$ cat src/rtl/pe_feeder.sv
// Initiator side of the PE start/done interface: buffers one job's operands, clears and
// streams them into a PE, flushes its multiplier pipeline and returns psum + bias.
module pe_feeder #(
    parameter int unsigned DEPTH = 12,
    parameter int unsigned IF_W  = 16,
    parameter int unsigned FL_W  = 64,
    parameter int unsigned PS_W  = 64,
    parameter int unsigned AW    = 4
) (
    input  logic            clk,
    input  logic            reset,
    input  logic            wr_en,
    input  logic [AW-1:0]   wr_addr,
    input  logic [IF_W-1:0] wr_ifmap,
    input  logic [FL_W-1:0] wr_filt,
    input  logic            job_valid,
    output logic            job_ready,
    input  logic [AW:0]     job_len,
    input  logic [PS_W-1:0] job_bias,
    output logic            pe_clear,
    output logic            pe_start,
    output logic [IF_W-1:0] pe_ifmap,
    output logic [FL_W-1:0] pe_filt,
    output logic [PS_W-1:0] pe_input_psum,
    input  logic [PS_W-1:0] pe_output_psum,
    input  logic            pe_done,
    output logic            res_valid,
    input  logic            res_ready,
    output logic [PS_W-1:0] res_psum,
    output logic            res_err
);

    localparam int unsigned CW = AW + 3;
    localparam logic [AW:0] DEPTH_W = (AW + 1)'(DEPTH);

    typedef enum logic [2:0] {
        StIdle,
        StClear,
        StStream,
        StDrain,
        StCapture,
        StResult
    } state_e;

    state_e state_q, state_d;

    logic [AW-1:0]   idx_q, idx_d;
    logic            phase_q, phase_d;
    logic [AW:0]     len_q, len_d;
    logic [PS_W-1:0] bias_q, bias_d;
    logic [CW-1:0]   done_cnt_q, done_cnt_d;
    logic [CW-1:0]   done_inc;
    logic [PS_W-1:0] res_psum_q, res_psum_d;
    logic            res_err_q, res_err_d;

    logic            pe_clear_q, pe_clear_d;
    logic            pe_start_q, pe_start_d;
    logic [IF_W-1:0] pe_ifmap_q, pe_ifmap_d;
    logic [FL_W-1:0] pe_filt_q, pe_filt_d;

    logic [IF_W-1:0] ifmap_mem [DEPTH];
    logic [FL_W-1:0] filt_mem  [DEPTH];

    // Operand buffer: writable only while idle, never reset.
    always_ff @(posedge clk) begin
        if (state_q == StIdle && wr_en && ({1'b0, wr_addr} < DEPTH_W)) begin
            ifmap_mem[wr_addr] <= wr_ifmap;
            filt_mem[wr_addr]  <= wr_filt;
        end
    end

    // Saturating so stray done pulses cannot wrap back to a matching count.
    assign done_inc = (done_cnt_q == '1) ? done_cnt_q : done_cnt_q + 1'b1;

    always_comb begin
        state_d    = state_q;
        idx_d      = idx_q;
        phase_d    = phase_q;
        len_d      = len_q;
        bias_d     = bias_q;
        done_cnt_d = done_cnt_q;
        res_psum_d = res_psum_q;
        res_err_d  = res_err_q;

        unique case (state_q)
            StIdle: begin
                if (job_valid) begin
                    len_d   = job_len;
                    bias_d  = job_bias;
                    idx_d   = '0;
                    phase_d = 1'b0;
                    if (job_len > DEPTH_W) begin
                        state_d    = StResult;
                        res_psum_d = job_bias;
                        res_err_d  = 1'b1;
                    end else if (job_len == '0) begin
                        state_d    = StResult;
                        res_psum_d = job_bias;
                        res_err_d  = 1'b0;
                    end else begin
                        state_d = StClear;
                    end
                end
            end
            StClear: begin
                done_cnt_d = '0;
                if (phase_q) begin
                    state_d = StStream;
                    idx_d   = '0;
                    phase_d = 1'b0;
                end else begin
                    phase_d = 1'b1;
                end
            end
            StStream: begin
                if (pe_done) done_cnt_d = done_inc;
                if ({1'b0, idx_q} == len_q - 1'b1) begin
                    state_d = StDrain;
                    phase_d = 1'b0;
                end else begin
                    idx_d = idx_q + 1'b1;
                end
            end
            StDrain: begin
                if (pe_done) done_cnt_d = done_inc;
                if (phase_q) begin
                    state_d = StCapture;
                    phase_d = 1'b0;
                end else begin
                    phase_d = 1'b1;
                end
            end
            StCapture: begin
                if (pe_done) done_cnt_d = done_inc;
                res_psum_d = pe_output_psum + bias_q;
                res_err_d  = (done_cnt_d != (CW'(len_q) + CW'(2)));
                state_d    = StResult;
            end
            StResult: begin
                if (res_ready) state_d = StIdle;
            end
            default: state_d = StIdle;
        endcase

        // PE drive is registered: computed from the state being entered.
        pe_clear_d = (state_d == StClear);
        pe_start_d = (state_d == StStream) || (state_d == StDrain);
        pe_ifmap_d = '0;
        pe_filt_d  = '0;
        if (state_d == StStream) begin
            pe_ifmap_d = ifmap_mem[idx_d];
            pe_filt_d  = filt_mem[idx_d];
        end
    end

    always_ff @(posedge clk or posedge reset) begin
        if (reset) begin
            state_q    <= StIdle;
            idx_q      <= '0;
            phase_q    <= 1'b0;
            len_q      <= '0;
            bias_q     <= '0;
            done_cnt_q <= '0;
            res_psum_q <= '0;
            res_err_q  <= 1'b0;
            pe_clear_q <= 1'b0;
            pe_start_q <= 1'b0;
            pe_ifmap_q <= '0;
            pe_filt_q  <= '0;
        end else begin
            state_q    <= state_d;
            idx_q      <= idx_d;
            phase_q    <= phase_d;
            len_q      <= len_d;
            bias_q     <= bias_d;
            done_cnt_q <= done_cnt_d;
            res_psum_q <= res_psum_d;
            res_err_q  <= res_err_d;
            pe_clear_q <= pe_clear_d;
            pe_start_q <= pe_start_d;
            pe_ifmap_q <= pe_ifmap_d;
            pe_filt_q  <= pe_filt_d;
        end
    end

    assign job_ready     = (state_q == StIdle);
    assign res_valid     = (state_q == StResult);
    assign res_psum      = res_psum_q;
    assign res_err       = res_err_q;
    assign pe_clear      = pe_clear_q;
    assign pe_start      = pe_start_q;
    assign pe_ifmap      = pe_ifmap_q;
    assign pe_filt       = pe_filt_q;
    assign pe_input_psum = bias_q;

endmodule

$ cat config.mk
export PLATFORM = sky130hd
export DESIGN_NAME = pe_feeder
export DESIGN_NICKNAME = d
export VERILOG_FILES = /design/src/rtl/pe_feeder.sv
export SDC_FILE = /design/constraint.sdc
export NUM_CORES = 2
export LEC_CHECK = 0
export BUFFER_PORTS_ARGS = -buffer_cell sky130_fd_sc_hd__buf_2
export CAP_MARGIN = 15
export CORE_AREA = 2 2 332 334
export CTS_CLUSTER_SIZE = 20
export DETAILED_ROUTE_END_ITERATION = 7
export DIE_AREA = 0 0 334 336
export GPL_TIMING_DRIVEN = 1
export PLACE_DENSITY_LB_ADDON = 0.25
export SLEW_MARGIN = 10
export SYNTH_ARGS = -nofsm -noshare
export SYNTH_HDL_FRONTEND = slang
export SYNTH_SLANG_ARGS = --single-unit
$ cat constraint.sdc
create_clock -name clk -period 7.14 [get_ports clk]
set_clock_uncertainty 0.15 [all_clocks]
set_input_delay 0.357 -clock clk [delete_from_list [all_inputs] [get_ports clk]]
set_output_delay 0.357 -clock clk [all_outputs]
set_load 0.005 [all_outputs]
== After elaboration in Yosys (flattened, before gate mapping) ==
Memory sizes are Yosys's and may differ from the RTL's.
Cells that the tools add are included.
Storage, ports and cells
  bits in registers: 231
  bits in writable memories: 960
  input bits: 223
  output and inout bits: 213
  word-level logic and storage cells: 80
  memories kept: 2
Memory list
  filt_mem: words 12, width 64, rd ports 1, clocked after Yosys merged registers in 0, write ports 1, RTL line 62  | logic [FL_W-1:0] filt_mem [DEPTH];
  ifmap_mem: words 12, width 16, rd ports 1, clocked after Yosys merged registers in 0, write ports 1, RTL line 61  | logic [IF_W-1:0] ifmap_mem [DEPTH];
Operators by class
  $add $sub $neg: 5
  order comparisons: 2
  equal/unequal tests: 14
  multiplexer cells: 32
  reduce and logical (&&, ||, !) cells: 13
Operators by type and width (count)
  $mux 64: 4
  $pmux 64 s2: 1
  $add 64x64->64: 1
  $mux 3: 7
  $mux 7: 3
  $pmux 7 s3: 1
  $pmux 3 s6: 1
  $mux 16: 1
  $eq 3x2->1 const B: 4
  $mux 4: 3
  $pmux 4 s3: 1
  $mux 1: 8
  $add 7x1->7 const B: 1
  $eq 7x7->1 const B: 1
  $ne 7x6->1: 1
  $add 5x2->6 const B: 1
  $eq 3x1->1 const B: 2
  $eq 3x3->1 const B: 2
  $reduce_and 3->1: 2
  $reduce_bool 3->1: 2
  $eq 4x5->1: 1
  $gt 5x4->1 const B: 1
  $logic_not 5->1: 1
  $sub 5x1->5 const B: 1
  other kinds (12): 15

== Longest topological paths before layout ==
  word-level depth: 7
  depth in mapped cells: 18
  gate-level depth less buffers: 13

== Least setup slack after synthesis ==
OpenSTA, ideal clock, no wires.
  path kind: register to register
  start point: register state_q[1]
  end point: memory filt_mem[0][0], enable pin
  setup time: 0.618 ns
  arrival: 6.824 ns
  data required time: 6.372 ns
  slack: -0.451 ns
  stages on the path, launching flop included: 6
  buffers on the path: 1
  period minus slack after synthesis: 7.591 ns
  cells stage by stage: dfrtp_1 clkbuf_1 nor3_1 nand2_1 or3_1 nor3_1
Between the ends
  word-level cells in the longest chain between the ends: 5
Ends and longest elaborated chain
  from (decl): RTL line 45  | state_e state_q, state_d;
  from (signal assigned): RTL line 158  | state_q <= StIdle;
  from (signal assigned): RTL line 171  | state_q <= state_d;
  $logic_not 3->1
  via job_ready: RTL line 17  | output logic job_ready,
  $logic_and 1x1->1 (2 in a row): RTL line 66  | if (state_q == StIdle && wr_en && ({1'b0, wr_addr} < DEPTH_W)) begin
  $mux 1: RTL line 66
  $mux 1 (implied by the code): RTL line 68  | filt_mem[wr_addr] <= wr_filt;
  to (decl): RTL line 62
The timed path passes the listed nets, and every way through them passes these cells.

== Final worst setup path ==
  start point: register len_q[1]
  end point: register pe_filt_q[17] (netlist: pe_filt[17])
Between the ends
  word-level cells in the longest chain between the ends: 6
  elaborated cells between the ends (all ways): 9
  classes of those cells: add/sub (1); eq/ne (2); mux (5); memory (1)
Ends and longest elaborated chain
  from (decl): RTL line 49  | logic [AW:0] len_q, len_d;
  from (signal assigned): RTL line 174  | len_q <= len_d;
  $sub 5x1->5 (*): RTL line 117  | if ({1'b0, idx_q} == len_q - 1'b1) begin
  $eq 4x5->1 (*): RTL line 117
  $mux 4 or $mux 3 (tied branches): RTL line 117
  $pmux 4 s3 or $pmux 3 s6 (tied branches): RTL line 85  | unique case (state_q)
  $mem_v2 12x64 or $eq 3x2->1 (tied branches)
  $mux 64 (*): RTL line 150  | if (state_d == StStream) begin
  via pe_filt_d[17]: RTL line 59  | logic [FL_W-1:0] pe_filt_q, pe_filt_d;
  to (signal assigned): RTL line 182  | pe_filt_q <= pe_filt_d;
  to (decl): RTL line 59
The timed path passes the listed nets; every way through them passes the cells marked *.
A chain may end at the register's enable or synchronous reset.

==> results_dict.tcl <==
set metrics [dict create \
    status "finished clean" \
    finalWorstPathRequiredPeriod_ns 4.70 \
    ctsRootBufferMaster "sky130_fd_sc_hd__clkbuf_16" \
    htreeDepth 3 \
    dr_total_vias 33504 \
    peakVddDrop_uv 284 \
    drc 0 \
    ranking_of_synthesized_cells_by_instance_count "960 x sky130_fd_sc_hd__edfxtp_1, 610 x sky130_fd_sc_hd__nand2_1, 253 x sky130_fd_sc_hd__a211oi_1" \
    grt_first_pass_wirelength_mm 203 \
    async_flop_share 0.194 \
    clkPwrFrac 0.281 \
    gr-usage-all-layers 0.236 \
    path_clk_slew_ns 0.07 \
    data_required_time_at_the_worst_endpoint_ns 7.50 \
    power_frac_comb 0.313 \
    die_y_um 336 \
    grt-ovfl-total 0 \
    power_switching_uw 7170 \
    cts.sinks 1191 \
    whs_ns 0.0380 \
    worst_slew_pin_slew_ns 1.11 \
    synth_cells 3789 \
    cp_slowest_stage_delay_ns 0.80 \
    worstHoldPathType "in2reg" \
    final_core_utilization 0.549 \
    area_used_by_sequential_logic_in_the_layout_mm2 0.0346 \
    crit_arrival_ns 5.06 \
    die_area_mm2 0.112 \
    ys_ff_latch 1191 \
    drive_above_1_share 0.177 \
    antenna_found_initial 20 \
    floorplan.die.width_um 334 \
    fp-row-count 121 \
    maxCapViolCount 0 \
    grt_pass1_vias 32477 \
    cts-buffers-inserted 121 \
    drt-wirelength-per-cell_um 23.3 \
    finalWirelength_mm 135 \
    ys_top_cells_by_area "sky130_fd_sc_hd__edfxtp_1 57%, sky130_fd_sc_hd__dfrtp_1 11%, sky130_fd_sc_hd__nand2_1 4.5%" \
    p_int_uw 14200 \
    critical-path-top-cell-by-count "sky130_fd_sc_hd__a211oi_1" \
    grt_max_degree 159 \
    share_seq_of_total_power 0.406 \
    startpoint_type "register" \
    hold_viol_final 0 \
    main_flop_type_after_synthesis "sky130_fd_sc_hd__edfxtp_1" \
    ant_nets 0 \
    synth_edf_count 960 \
    globalplace.congestion 0.909 \
    dp_hpwl_mm 77.2 \
    leakagePower_uw 0.0231 \
    port-buffer-count 435 \
    filler_cells_inserted 8839 \
    synth_most_common_cell "sky130_fd_sc_hd__edfxtp_1" \
    drt-initial-drc-count 2818 \
    cts_tree "done" \
    timing.final.crit_share 0.659 \
    design.core.area_mm2 0.108 \
    synth_seq_area_share 0.683 \
    final_nets 4581 \
    rsz_0062_raised_after_global_routing "no" \
    critical_path.cell_chain "inv_1 -> ha_1 -> a21boi_2 -> xnor2_1 -> or3b_1 -> a21oi_2 -> nor3_1 -> a21oi_4 -> buf_12 -> a211oi_1 -> a311oi_1 -> a21oi_1 -> a211oi_1" \
    synth.avg_cell_area_um2 13.4 \
    netSwitchingFraction 0.336 \
    critical-path-slowest-cell "sky130_fd_sc_hd__a21oi_4" \
    synth_largest_type_area_fraction 0.569 \
    fin_tns_setup_ns 0 \
    postSynthNetCount 4082 \
    slew_limit_fails 0 \
    yosys_warnings 0 \
    power_density_mw_per_mm2 358 \
    starting_density 0.467 \
    num_io_pins 436 \
    synth.lib_cells_used.distinct 70 \
    detail_route.vias_per_cell 5.76 \
    clk_path_buf_depth 3 \
    critical_path_peak_fanout 125 \
    yosys.area.top_type "sky130_fd_sc_hd__edfxtp_1" \
    worst_setup_path_end_kind "register" \
    multi_input_area_mm2 0.0150 \
    timing.slew.headroom 0.259 \
    detail_route.first_pass.iterations 5 \
    syn_area_mm2 0.0507 \
    area_growth_syn_to_layout_pct 17.5 \
    cts_setup_buffers 0 \
    worst-setup-path-type "reg2reg" \
    final-setup-viol-count 0 \
    timing.fmax_mhz 213 \
    insertion_delay_ns 0.71 \
]
[path summary, 6_finish.rpt]
path | from | end | slack, ns | depth (start not counted)
max in group asynchronous | reset | res_psum[4] | 5.45 | 4
hold / removal | wr_addr[0] | filt_mem[4][16] | 0.04 | 2
min in group asynchronous | reset | pe_input_psum[59] | 0.10 | 3
setup / recovery | len_q[1] | pe_filt[17] | 2.44 | 13
hold reg to reg | res_err | res_err | 0.38 | 1
setup reg to reg | len_q[1] | pe_filt[17] | 2.44 | 13
[metal layers]
metal,global-route usage,routed length (um)
met1,0.311,56600
met4,0.0718,4100
met2,0.399,65600
met3,0.0419,8810
met5,0,163
[cell type report]
cell class              count  area share
flip-flops and latches   1191       0.581
diodes                      6    0.000252
repair buffers            643      0.0721
inverters                  31     0.00242
well taps                1414      0.0297
clock buffers             179      0.0571
multi-input cells        2300       0.251
clock inverters            49     0.00626
[sequential cells by signal, indices dropped and copies added, names as in the netlist, 3 cells and up]
name,cells
res_psum,64
state_q,3
idx_q,4
done_cnt_q,7
pe_ifmap,16
len_q,5
filt_mem,768
pe_filt,64
ifmap_mem,192
pe_input_psum,64
[stage by stage]
stage,worst slack [ns],std cells,total power (uW),cell area [um2]
global route,2.22,5809,22400,59500
CTS,2.49,5806,21500,59500
global placement,2.41,5420,15300,54100
floorplan,0.300,3789,13100,50700
detailed placement,2.43,5421,15400,54200
finish,2.44,5813,21300,59600
[cell families after synthesis]
kind of cell	count (synthesis)	share of synthesized area
mux	301	0.0616
compound gates	906	0.116
simple gates	946	0.0828
flops	1191	0.683
fa+ha+maj	73	0.0180
buf+inv	298	0.0256
xor+xnor	74	0.0128
[power by group through the flow]
stage	combinational, uW	sequential, uW	clock (uW)
2_1_floorplan	4390	8700	0
3_3_place_gp	6530	8790	0
3_5_place_dp	6590	8800	0
4_1_cts	6690	8670	6100
5_1_grt	7340	8730	6380
6_report	6680	8660	6000
[worst max-delay path, delay by kind of cell, from the launching register on]
kind,cells,cell delay [ns]
adders and majority gates,1,0.20
buffers and inverters,2,0.75
DFF,1,0.41
xor gates and xnor gates,1,0.14
and+or+nand+nor,2,0.52
AOI/OAI and AO/OA,7,2.29
[layout by cell type, fill, tap and decap left out, types with 7 or more instances in the layout]
cell                            instances
sky130_fd_sc_hd__clkinv_2              19
sky130_fd_sc_hd__ha_1                  69
sky130_fd_sc_hd__o31ai_1                7
sky130_fd_sc_hd__nand3_1               22
sky130_fd_sc_hd__o211ai_1               9
sky130_fd_sc_hd__or3_1                  8
sky130_fd_sc_hd__clkbuf_1              45
sky130_fd_sc_hd__inv_1                 28
sky130_fd_sc_hd__nand2_1              608
sky130_fd_sc_hd__a21o_1                32
sky130_fd_sc_hd__a31oi_1               98
sky130_fd_sc_hd__nand2b_1               7
sky130_fd_sc_hd__and3_1               164
sky130_fd_sc_hd__o21bai_1              10
sky130_fd_sc_hd__a21oi_1              247
sky130_fd_sc_hd__nand4_1               19
sky130_fd_sc_hd__o21a_1                10
sky130_fd_sc_hd__buf_2                435
sky130_fd_sc_hd__mux2i_1              215
sky130_fd_sc_hd__nor2_4                 9
sky130_fd_sc_hd__a311oi_1              80
sky130_fd_sc_hd__clkbuf_16            123
sky130_fd_sc_hd__buf_4                 39
sky130_fd_sc_hd__nor2_1                58
sky130_fd_sc_hd__clkinv_1              16
sky130_fd_sc_hd__buf_12                10
sky130_fd_sc_hd__xor2_1                33
sky130_fd_sc_hd__edfxtp_1             960
sky130_fd_sc_hd__a211oi_1             253
sky130_fd_sc_hd__o21ai_0              119
sky130_fd_sc_hd__clkbuf_8              11
sky130_fd_sc_hd__mux2_2                86
sky130_fd_sc_hd__xnor2_1               41
sky130_fd_sc_hd__dfrtp_1              231
sky130_fd_sc_hd__nor3_1                16
sky130_fd_sc_hd__dlygate4sd3_1        157
[timing repair]
item / 4_1_cts / 5_1_grt
endpoints found under the hold margin: 1159 / 0
resized for setup: 0 / 0
hold buffers: 157 / 0
No activity file was read; power rests on OpenSTA's default activity.
